--- src/rtl/addr_seq_pkg.sv ---
// Shared types and default widths for the address sequencer and its step unit.
package addr_seq_pkg;

  localparam int DEF_ADDR_WIDTH = 8;
  localparam int DEF_STEP_WIDTH = 4;
  localparam int DEF_LEN_WIDTH  = 4;

  typedef enum logic {
    IDLE  = 1'b0,
    BURST = 1'b1
  } state_t;

  typedef enum logic {
    DIR_UP   = 1'b0,
    DIR_DOWN = 1'b1
  } dir_t;

endpackage

--- src/rtl/addr_step_unit.sv ---
// Combinational stride step with optional circular-window wrap.
// Shared by IDLE increment/decrement and BURST beat advance.
module addr_step_unit
  import addr_seq_pkg::*;
#(
  parameter int ADDR_WIDTH = DEF_ADDR_WIDTH,
  parameter int STEP_WIDTH = DEF_STEP_WIDTH
) (
  input  logic [ADDR_WIDTH-1:0] addr,
  input  logic [STEP_WIDTH-1:0] step,
  input  dir_t                  dir,
  input  logic                  wrap_en,
  input  logic [ADDR_WIDTH-1:0] base,
  input  logic [ADDR_WIDTH-1:0] limit,
  output logic [ADDR_WIDTH-1:0] next_addr,
  output logic                  wrapped
);

  localparam int XW = ADDR_WIDTH + 1;
  localparam logic [XW-1:0] ONE_X = XW'(1);

  logic [XW-1:0] addr_x_s;
  logic [XW-1:0] step_x_s;
  logic [XW-1:0] base_x_s;
  logic [XW-1:0] limit_x_s;
  logic [XW-1:0] sum_s;
  logic [XW-1:0] diff_s;
  logic [XW-1:0] base_step_s;
  logic          in_window_s;

  assign addr_x_s    = {1'b0, addr};
  assign step_x_s    = XW'(step);
  assign base_x_s    = {1'b0, base};
  assign limit_x_s   = {1'b0, limit};
  assign sum_s       = addr_x_s + step_x_s;
  assign diff_s      = addr_x_s - step_x_s;
  assign base_step_s = base_x_s + step_x_s;
  assign in_window_s = wrap_en && (addr >= base) && (addr <= limit);

  // Next address: window fold when inside the window, plain modulo with carry/borrow otherwise.
  always_comb begin
    next_addr = addr;
    wrapped   = 1'b0;
    case (dir)
      DIR_UP: begin
        if (in_window_s) begin
          if (sum_s > limit_x_s) begin
            next_addr = ADDR_WIDTH'(base_x_s + (sum_s - limit_x_s - ONE_X));
            wrapped   = 1'b1;
          end else begin
            next_addr = sum_s[ADDR_WIDTH-1:0];
            wrapped   = 1'b0;
          end
        end else begin
          next_addr = sum_s[ADDR_WIDTH-1:0];
          wrapped   = sum_s[ADDR_WIDTH];
        end
      end
      DIR_DOWN: begin
        if (in_window_s) begin
          if (addr_x_s < base_step_s) begin
            next_addr = ADDR_WIDTH'(limit_x_s - (base_step_s - addr_x_s - ONE_X));
            wrapped   = 1'b1;
          end else begin
            next_addr = diff_s[ADDR_WIDTH-1:0];
            wrapped   = 1'b0;
          end
        end else begin
          next_addr = diff_s[ADDR_WIDTH-1:0];
          wrapped   = diff_s[ADDR_WIDTH];
        end
      end
      default: begin
        next_addr = addr;
        wrapped   = 1'b0;
      end
    endcase
  end

endmodule

--- src/rtl/address_sequencer.sv ---
// Memory address register with load, stride step, windowed wrap and
// handshaked autonomous bursts for RAM block transfers and ring buffers.
module address_sequencer
  import addr_seq_pkg::*;
#(
  parameter int ADDR_WIDTH = DEF_ADDR_WIDTH,
  parameter int STEP_WIDTH = DEF_STEP_WIDTH,
  parameter int LEN_WIDTH  = DEF_LEN_WIDTH
) (
  input  logic                  clk,
  input  logic                  reset,
  input  logic                  load,
  input  logic [ADDR_WIDTH-1:0] load_value,
  input  logic                  increment,
  input  logic                  decrement,
  input  logic [STEP_WIDTH-1:0] step,
  input  logic                  wrap_en,
  input  logic [ADDR_WIDTH-1:0] wrap_base,
  input  logic [ADDR_WIDTH-1:0] wrap_limit,
  input  logic                  burst_start,
  input  logic [LEN_WIDTH-1:0]  burst_len,
  input  logic                  addr_ready,
  output logic [ADDR_WIDTH-1:0] addr_out,
  output logic                  addr_valid,
  output logic                  busy,
  output logic                  burst_done,
  output logic                  wrapped
);

  state_t                  state_r;
  logic [ADDR_WIDTH-1:0]   addr_r;
  logic [LEN_WIDTH-1:0]    remaining_r;
  logic                    busy_r;
  logic                    burst_done_r;
  logic                    wrapped_r;
  dir_t                    dir_s;
  logic [ADDR_WIDTH-1:0]   next_addr_s;
  logic                    step_wrapped_s;

  // Bursts always walk upward; IDLE walks down only on a lone decrement.
  always_comb begin
    if ((state_r == IDLE) && decrement && !increment) begin
      dir_s = DIR_DOWN;
    end else begin
      dir_s = DIR_UP;
    end
  end

  addr_step_unit #(
    .ADDR_WIDTH (ADDR_WIDTH),
    .STEP_WIDTH (STEP_WIDTH)
  ) u_step (
    .addr      (addr_r),
    .step      (step),
    .dir       (dir_s),
    .wrap_en   (wrap_en),
    .base      (wrap_base),
    .limit     (wrap_limit),
    .next_addr (next_addr_s),
    .wrapped   (step_wrapped_s)
  );

  // Sequencer FSM: IDLE commands by priority, BURST beats on handshake.
  always_ff @(posedge clk) begin
    if (reset) begin
      state_r      <= IDLE;
      addr_r       <= {ADDR_WIDTH{1'b0}};
      remaining_r  <= {LEN_WIDTH{1'b0}};
      busy_r       <= 1'b0;
      burst_done_r <= 1'b0;
      wrapped_r    <= 1'b0;
    end else begin
      burst_done_r <= 1'b0;
      wrapped_r    <= 1'b0;
      case (state_r)
        IDLE: begin
          if (burst_start && (burst_len != {LEN_WIDTH{1'b0}})) begin
            state_r     <= BURST;
            busy_r      <= 1'b1;
            remaining_r <= burst_len;
          end else if (load) begin
            addr_r <= load_value;
          end else if (increment ^ decrement) begin
            addr_r    <= next_addr_s;
            wrapped_r <= step_wrapped_s;
          end else begin
            addr_r <= addr_r;
          end
        end
        BURST: begin
          if (addr_ready) begin
            addr_r      <= next_addr_s;
            wrapped_r   <= step_wrapped_s;
            remaining_r <= remaining_r - LEN_WIDTH'(1);
            if (remaining_r == LEN_WIDTH'(1)) begin
              state_r      <= IDLE;
              busy_r       <= 1'b0;
              burst_done_r <= 1'b1;
            end else begin
              state_r <= BURST;
            end
          end else begin
            addr_r <= addr_r;
          end
        end
        default: begin
          state_r <= IDLE;
          busy_r  <= 1'b0;
        end
      endcase
    end
  end

  assign addr_out   = addr_r;
  assign addr_valid = busy_r;
  assign busy       = busy_r;
  assign burst_done = burst_done_r;
  assign wrapped    = wrapped_r;

endmodule

--- config.mk ---
export PLATFORM = sky130hd
export DESIGN_NAME = address_sequencer
export DESIGN_NICKNAME = d
export VERILOG_FILES = /design/src/rtl/addr_seq_pkg.sv /design/src/rtl/addr_step_unit.sv /design/src/rtl/address_sequencer.sv
export SDC_FILE = /design/constraint.sdc
export NUM_CORES = 1
export LEC_CHECK = 0
export ABC_AREA = 1
export CORE_MARGIN = 5
export CORE_UTILIZATION = 52
export CTS_BUF_LIST = sky130_fd_sc_hd__clkbuf_2 sky130_fd_sc_hd__clkbuf_4 sky130_fd_sc_hd__clkbuf_8
export DETAILED_ROUTE_END_ITERATION = 7
export GPL_ROUTABILITY_DRIVEN = 0
export GPL_TIMING_DRIVEN = 0
export PLACE_DENSITY = 0.76
export SLEW_MARGIN = 10
export SYNTH_ARGS = -nofsm -noshare
export SYNTH_HDL_FRONTEND = slang
export SYNTH_SLANG_ARGS = --single-unit
--- constraint.sdc ---
create_clock -name clk -period 3.15 [get_ports clk]
set_input_delay 0.315 -clock clk [delete_from_list [all_inputs] [get_ports clk]]
set_output_delay 0.315 -clock clk [all_outputs]
set_load 0.005 [all_outputs]
==> metrics.cfg <==
[floorplanning]
coreArea_sq_mm=0.00642
die_h_um=91.8
fp-row-count=29
start_util_pct=54.2
ios=52
die_w_um=91.8
dieArea_sq_mm=0.00843

[sta]
worst_hold_slack_ns=0.512
worst_slew_pin_slew_ns=0.787
fin_crit_sh_pct=103
slew_headroom_pct=47.2
drv_slew=0
rsz0062_at_grt=yes
layout_setup_ws_ns=-0.102
fmax_mhz=308
skew_ns=0.00132
fin_crit_ns=3.25
final-setup-viol-count=5
final_hold_viol_count=0

[worst_setup_path]
r2r-end=addr_out[7]$_SDFFE_PP0P_
rr_worst_depth=18
cp-end-kind=flop
crit_path_start_kind=flop
cp.required_ns=3.33
arrival_ns=3.44
crit_fanout=3
r2r_start=addr_out[0]$_SDFFE_PP0P_
r2r_slack_ns=-0.10
critPathKind=flop to flop

[synth]
ys_ff_latch=16
ys_dominant_reg_cell=dfxtp_1
synth_top_area_share_pct=21.6
yosysSeqAreaShare_pct=9.21
ys_warn_count=0
async_flop_share_pct=0
syn_area_sq_mm=0.00348
yosys-top-cells-area=ha_1 22%, nand2_1 12%, fa_1 9.8%, dfxtp_1 9.2%, inv_1 7.7%
synth_edf_count=0
synth_cells=511
yosysUniqueCellTypes=40
synth_fp_nets=628
syn_area_per_cell_sq_um=6.81
yosys.area.top_type=ha_1

[cts]
cts_made_buffers=3
cts-htree-levels=1
holdBufCountCts=0
clock_latency_ns=0.26
numClockSinks=16
clock-root-buffer=clkbuf_8
clk_path_buf_depth=2
tritoncts=yes
clk_pin_slew_ns=0.06

[layout]
diodes=0
ff_latch_area_sq_um=335
drive_gt1_share_pct=22.4
multi_input_area_sq_mm=0.00313
area_delta_synth_final_pct=34.0
stdcell_count=667
fillers=513
final_nets=708
fin_area_sq_mm=0.00466

[drt]
ant_nets=0
num_vias=3659
dr.pass1.iters=5
viasPerCell=5.49
drtIter0Drc=205
routed_wl_um=10200
drcViolationCount=0
wl_per_cell_um=15.3

[power_and_ir_drop]
seq_power_share_pct=13.3
ir_drop_mv=0.231
totalPowerFinal_mw=1.98
pwr-share-clk_pct=9.4
internal_power_mw=1.05
power.density_mw_per_mm2=424
combPwrFrac_pct=77.3
swShare_pct=46.7
leakage_nw=2.28
power_switching_mw=0.924

[run]
maxCapViolCount=0

[place]
dpl_cell_area_sq_mm=0.00413
dpl.hpwl_um=7740
portBuffers=51
placedCellCount=639

[global_route]
antenna_found_initial=0
overflow=0
grt_pass1_wl_um=16900
grt_pass1_vias=3754
grt_start_max_net_pins=13
grt_util_all_layers_pct=24.1

[worst_hold_path]
holdCritStartpoint=addr_valid$_SDFFE_PP0P_
hold_class=flop to flop
holdPathEnd=addr_valid$_SDFFE_PP0P_
min_path_cells=2

[outcome]
status=finished with violations
violations=negative setup slack

-- sequential cells by signal, summed over array words and instances, names as in the netlist --
signal / count
addr_out: 8
remaining_r: 4
addr_valid: 1
state_r: 1
burst_done: 1
wrapped: 1
-- synthesized netlist by cell type, types with 2 or more instances --
cell type,instances
a211oi_1,3
a21oi_1,34
a21oi_2,6
a31oi_1,3
buf_2,4
buf_4,2
clkinv_1,4
dfxtp_1,16
fa_1,17
ha_1,60
inv_1,71
inv_2,10
nand2_1,113
nand2_2,8
nand2_4,4
nand3_1,41
nand3_2,2
nand3b_1,2
nand4_1,6
nor2_1,39
nor3_1,3
o211ai_1,4
o21ai_0,9
o21ai_1,6
o21bai_1,2
xnor2_1,13
xor2_1,16
-- cell families after synthesis --
group / synth area share, %
buffers and inverters: 10.6
DFF: 9.21
and+or+nand+nor: 29.3
AOI/OAI and AO/OA: 11.7
adders and majority gates: 31.4
xor gates and xnor gates: 7.77
-- critical path, cell delays in order (launching register included) --
cell	delay [ns]
dfxtp_4	0.36
ha_4	0.16
fa_2	0.37
xnor2_2	0.19
fa_1	0.52
inv_1	0.08
fa_2	0.41
inv_2	0.06
nand3_2	0.06
nand2_2	0.08
a21oi_1	0.07
o21bai_1	0.15
xor2_1	0.20
nand3_1	0.10
nand2_1	0.06
nand3_1	0.07
nand3_1	0.07
nand2_1	0.05
a21oi_1	0.11
-- through the flow --
stage	setup slack [ns]	util [%]	TNS [ns]
2_1_floorplan	0.0283	-	0
3_3_place_gp	-0.920	64.3	-5.81
3_5_place_dp	-0.938	64.3	-6.10
4_1_cts	-0.130	70.0	-0.143
5_1_grt	-0.280	72.6	-1.72
6_report	-0.102	72.6	-0.270
-- placed cells by master (no fill, tap or decap), types with 5 or more instances in the layout --
cell             instances
nand2_1                108
inv_1                   64
ha_1                    43
clkdlybuf4s50_1         43
nand3_1                 38
nor2_1                  37
a21oi_1                 27
buf_4                   27
inv_2                   16
ha_4                    15
fa_1                    14
nand2_2                 12
xor2_1                  12
dfxtp_1                 12
a21oi_2                 11
xnor2_1                 11
o21ai_1                  7
buf_2                    6
nand4_1                  6
o21ai_0                  6
nand2_4                  5
xor2_2                   5
nand3_2                  5
-- worst max-delay path by stage --
stage,startpoint,end,slack [ns],cells past startpoint
after floorplan,addr_out[0]$_SDFFE_PP0P_,addr_out[7]$_SDFFE_PP0P_,0.03,18
after global placement,step[1],addr_out[7]$_SDFFE_PP0P_,-0.92,22
after detailed placement,step[1],addr_out[7]$_SDFFE_PP0P_,-0.94,22
after CTS,addr_out[0]$_SDFFE_PP0P_,addr_out[7]$_SDFFE_PP0P_,-0.13,18
after global routing,step[0],addr_out[6]$_SDFFE_PP0P_,-0.28,18
final,addr_out[0]$_SDFFE_PP0P_,addr_out[7]$_SDFFE_PP0P_,-0.10,18
-- routing by layer --
layer  share of wire, %  vias up  GRT usage, %
li1                   -     1811             -
met1                 42     1694          28.3
met2                 49      122          44.8
met3                5.5       32          2.70
met4                3.3        0          9.16
met5                  0        -             0
-- final cells by class --
cell class | instances | area share (%)
Tap cell | 77 | 2.07
Sequential cell | 16 | 7.19
Clock buffer | 4 | 1.18
Multi-Input combinational cell | 402 | 67.2
Buffer | 7 | 0.832
Inverter | 85 | 6.90
Timing Repair Buffer | 76 | 14.7
-- power groups by stage --
| stage | sequential, mW | clock [mW] | combinational, mW |
|---|---|---|---|
| 2_1_floorplan | 0.260 | 0 | 0.864 |
| 3_3_place_gp | 0.272 | 0 | 1.13 |
| 3_5_place_dp | 0.273 | 0 | 1.16 |
| 4_1_cts | 0.264 | 0.190 | 1.39 |
| 5_1_grt | 0.267 | 0.200 | 1.68 |
| 6_report | 0.263 | 0.187 | 1.53 |
-- what timing repair did --
| action | 4_1_cts | 5_1_grt |
|---|---|---|
| resized for setup | 57 | 29 |
| pin swaps | 35 | 29 |
| endpoints found under the hold margin | 0 | 0 |
| setup endpoints to repair | 9 | 9 |
| setup buffers | 16 | 9 |
| cloned | 0 | 0 |
(Power assumes the default switching activity.)
==> RTL change 1, RTL diff (config.mk and constraints unchanged) <==
Reset style: asynchronous (`reset`), changed in one clocked block.
--- a/src/rtl/address_sequencer.sv
+++ b/src/rtl/address_sequencer.sv
@@ -62,5 +62,5 @@
 
   // Sequencer FSM: IDLE commands by priority, BURST beats on handshake.
-  always_ff @(posedge clk) begin
+  always_ff @(posedge clk or posedge reset) begin
     if (reset) begin
       state_r      <= IDLE;
Function: differs if reset is asserted again (counterexample within 4 cycles, from zero or initial values and one cycle with reset high); with reset held inactive, the same outputs for 4 cycles.
==> RTL change 1 against the unedited design <==
The run still ends with setup timing left. Fmax down 8.3%. Routed wire length up 18%. Sequential share of layout area up 0.75 points. Cell area up 9.9%. Setup slack worse by 0.29 ns. Worst hold slack worse by 0.069 ns. Sequential cell count unchanged. Clock skew about the same. Final cell count up 9.0%. Area after synthesis up 4.3%. Critical path type unchanged. Critical endpoint is now addr_out[7]$_DFFE_PP0P_. Largest cell class unchanged.
Power is not compared: it rests on default switching activity, and its combinational part moved more than twofold at a synthesized area within 25%.
==> RTL change 1: results (changes against the unedited design) <==
| Metric | Value |
|---|---|
| Post-synth top cells | 136 x nand2_1, 87 x inv_1, 60 x ha_1, 51 x nor2_1, 33 x nand3_1 |
| Synth cell types | 39 (-2.5%) |
| Syn_area_per_cell | 6.78 µm² (-0.40%) |
| Layout cell share with drive strength beyond 1 | 0.227 (+0.00290) |
| Outcome | finished with violations |
| Synth Area in Compound Gates | 0.0983 (-0.0189) |
| Synth top area cells | ha_1 21%, nand2_1 14%, dfrtp_1 11% |
| Area occupied by multi-input gates | 3310 µm² (+5.7%) |
| GRT Overall Usage | 0.269 (+0.0275) |
| Routed WL | 12.0 mm (+18%) |
| 1st-iter DRT viols | 331 (+61%) |
| Post-Syn Nets | 652 (+3.8%) |
| Dpl cells | 682 (+6.7%) |
| First-pass GRT wire length | 18.6 mm (+9.9%) |
| Xor/xnor cell area share of the yosys netlist | 0.0821 (+0.00440) |
| Synth Flop Type | dfrtp_1 |
| Worst path max stage delay | 0.56 ns (+0.04 ns) |
| Largest net degree at the start of global routing | 17 (+4) |
| Sequential area share after synthesis | 0.110 (+0.0183) |
| Via density | 5.55 (+1.1%) |
| Critical Path Source | addr_out[0]$_DFFE_PP0P_ |
| FILL cells | 512 (-0.19%) |
| Maximum vdd drop | 0.620 mV |
| Synth async-reset ratio | 1.00 (+1.00) |
| Drt wl/cell | 16.5 µm (+7.9%) |
| Worst Clk Skew | 0.00145 ns (+0.000130 ns) |
| Adder-cell share of the synthesized area | 0.301 (-0.0129) |
| # nets final | 749 (+5.8%) |
| Failing checks | setup timing |
| Cell Area, Placed | 4350 µm² (+5.3%) |
| Worst setup margin | -0.396 ns (-0.294 ns) |
| Setup WS pre-CTS | -0.967 ns (-0.0286 ns) |
| Hold Crit Class | input port to asynchronous set/reset pin |
| DP Wirelength | 8.31 mm (+7.5%) |
| Setup-failing EPs final | 8 (+3) |
| TNS Setup | -1.64 ns (-1.37 ns) |
| Worst Path Arrival | 3.69 ns (+0.25 ns) |
## RTL change 1: cells by family after synthesis
kind of cell | Yosys count
compound gates | 59
simple gates | 250
buf+inv | 99
flops | 16
fa+ha+maj | 77
xor+xnor | 34
## RTL change 1: worst paths after layout
path / end / slack, ns / cells past startpoint
max in group asynchronous: addr_out[4]$_DFFE_PP0P_ / 2.26 / 2
worst min register to register: addr_valid$_DFFE_PP0P_ / 0.54 / 2
worst max-delay path: addr_out[7]$_DFFE_PP0P_ / -0.40 / 18
worst max register to register: addr_out[7]$_DFFE_PP0P_ / -0.40 / 18
worst min-delay path: remaining_r[3]$_DFFE_PP0P_ / 0.44 / 2
min in group clk: addr_valid$_DFFE_PP0P_ / 0.54 / 2
## RTL change 1: cell type report
class / instances / area share
Multi-Input combinational cell: 421 / 0.646
Timing Repair Buffer: 92 / 0.163
Sequential cell: 16 / 0.0794
Inverter: 90 / 0.0664
Tap cell: 96 / 0.0234
Clock buffer: 4 / 0.0107
Buffer: 8 / 0.0107
## RTL change 1: report_power, final
part,switching (mW),internal [mW],total [mW]
clock network,0.0734,0.111,0.184
registers,0.164,0.299,0.463
logic,2.72,2.24,4.96
total,2.95,2.65,5.61
## RTL change 1: per-layer routing
metal / track usage / vias up / wire (µm)
li1: - / 1897 / -
met1: 0.357 / 1895 / 4850
met2: 0.465 / 197 / 5880
met3: 0.0257 / 43 / 915
met4: 0.0698 / 0 / 375
met5: 0 / - / 0
## RTL change 1: repair_timing
| item | in CTS | in global routing |
|---|---|---|
| gates resized for setup | 69 | 35 |
| cloned | 2 | 0 |
| endpoints found under the setup margin | 9 | 9 |
| buffers inserted | 33 | 9 |
| pin swaps | 43 | 38 |
==> RTL change 2, RTL diff (same flow settings) <==
Made on the original files. Set the package constant `DEF_STEP_WIDTH` to 6 (it was 4).
--- a/src/rtl/addr_seq_pkg.sv
+++ b/src/rtl/addr_seq_pkg.sv
@@ -3,5 +3,5 @@
 
   localparam int DEF_ADDR_WIDTH = 8;
-  localparam int DEF_STEP_WIDTH = 4;
+  localparam int DEF_STEP_WIDTH = 6;
   localparam int DEF_LEN_WIDTH  = 4;
 
Ports: changed (resized step); port bits go from 52 to 54. No check against the original RTL was run, so the function may have changed too.
==> RTL change 2 against the unedited design <==
The flow still finishes with violations (setup timing). Total power is 23% higher. Non-clock buffer count is 11 higher. Setup slack worse by 0.36 ns. Synthesized cell count is 2.0% higher. Cell area is 10% higher. Sequential power is 3% higher. Sequential cell count stayed put. Via count is 8.1% higher. Clock power is 7% lower. First-iteration DRC count is 2.9% higher. Area after synthesis is 7.7% higher. Routed wire length is 18% higher. Worst hold slack better by 0.0022 ns. Clock skew is 0.0053 ns higher. Largest power group unchanged. Highest routed layer unchanged.
==> RTL change 2: results (changes against the unedited design) <==
| Metric | Value |
|---|---|
| Leak | 2.54 nW (+12%) |
| Worst Path Arrival | 3.80 ns (+0.36 ns) |
| Sequential share of power | 0.112 (-0.021) |
| Setup WS pre-CTS | -1.09 ns (-0.154 ns) |
| Met3 WL | 768 µm (+37%) |
| Adder-cell share of the synthesized area | 0.316 (+0.00287) |
| # nets final | 737 (+4.1%) |
| Worst setup margin | -0.464 ns (-0.362 ns) |
| Layout cell share with drive strength beyond 1 | 0.244 (+0.0205) |
| Synth Area in Compound Gates | 0.186 (+0.0690) |
| First-pass GRT wire length | 18.1 mm (+6.9%) |
| Xor/xnor cell area share of the yosys netlist | 0.0724 (-0.00524) |
| Dpl cells | 673 (+5.3%) |
| IO buf count | 53 (+3.9%) |
| Met2 Use GR | 0.431 (-0.0170) |
| 1st-iter DRT viols | 211 (+2.9%) |
| Post-synth top cells | 93 x inv_1, 83 x nand2_1, 66 x ha_1, 48 x a21oi_1, 33 x nand3_1 |
| Synth top area cells | ha_1 22%, fa_1 9.6%, inv_1 9.3% |
| Sequential area share after synthesis | 0.0854 (-0.00661) |
| Synth cell types | 50 (+25%) |
| Worst path max stage delay | 0.49 ns (-0.03 ns) |
| Met1 Usage GRT | 0.331 (+0.0486) |
| Clk. pwr | 0.174 mW (-7%) |
| Setup bufs post-CTS | 14 (-2) |
| Reported net switching power | 1.21 mW (+31%) |
| M3 GR Usage | 0.0406 (+0.0136) |
| FILL cells | 558 (+8.8%) |
| Via density | 5.58 (+1.7%) |
| Syn_area_per_cell | 7.19 µm² (+5.7%) |
| Setup-failing EPs final | 9 (+4) |
| Maximum vdd drop | 0.221 mV (-4.1%) |
| Worst Clk Skew | 0.00667 ns (+0.00535 ns) |
| Area occupied by multi-input gates | 3370 µm² (+7.6%) |
| DP Wirelength | 8.84 mm (+14%) |
| Hold Crit Class | register to register |
| Failing checks | setup timing |
| TNS Setup | -1.53 ns (-1.26 ns) |
| Drt wl/cell | 17.0 µm (+11%) |
| R2r worst-path depth | 21 (+3) |
| Tot Pwr | 2.43 mW (+23%) |
| Hold Slack | 0.514 ns (+0.00224 ns) |
| Post-Syn Nets | 647 (+3.0%) |
| GRT Overall Usage | 0.256 (+0.0149) |
| Resized cells post-CTS | 60 (+5.3%) |
| Outcome | finished with violations |
| Tightest slew margin relative to the limit | 0.640 (+0.168) |
| Routed WL | 12.0 mm (+18%) |
| Vias in the first global route | 3,848 (+2.5%) |
| Met2 wire length | 5.83 mm (+16%) |
| Critical path's top delay family | adder cells |
## RTL change 2: layout make-up
cell class | count | area share
plain buffers | 8 | 0.0166
clock buffers | 4 | 0.00950
inverters | 100 | 0.0731
multi-input cells | 396 | 0.656
flip-flops and latches | 16 | 0.0655
well taps | 99 | 0.0241
repair buffers | 86 | 0.155
## RTL change 2: how the worst max path moves through the flow
stage	slack (ns)	startpoint	end	cells after the start
2_1_floorplan	-0.04	addr_out[2]$_SDFFE_PP0P_	addr_out[7]$_SDFFE_PP0P_	22
3_3_place_gp	-1.0	step[1]	addr_out[7]$_SDFFE_PP0P_	23
3_5_place_dp	-1.09	step[1]	addr_out[7]$_SDFFE_PP0P_	23
4_1_cts	-0.44	addr_out[0]$_SDFFE_PP0P_	addr_out[7]$_SDFFE_PP0P_	21
5_1_grt	-0.59	addr_out[0]$_SDFFE_PP0P_	addr_out[7]$_SDFFE_PP0P_	21
6_report	-0.46	addr_out[0]$_SDFFE_PP0P_	addr_out[7]$_SDFFE_PP0P_	21
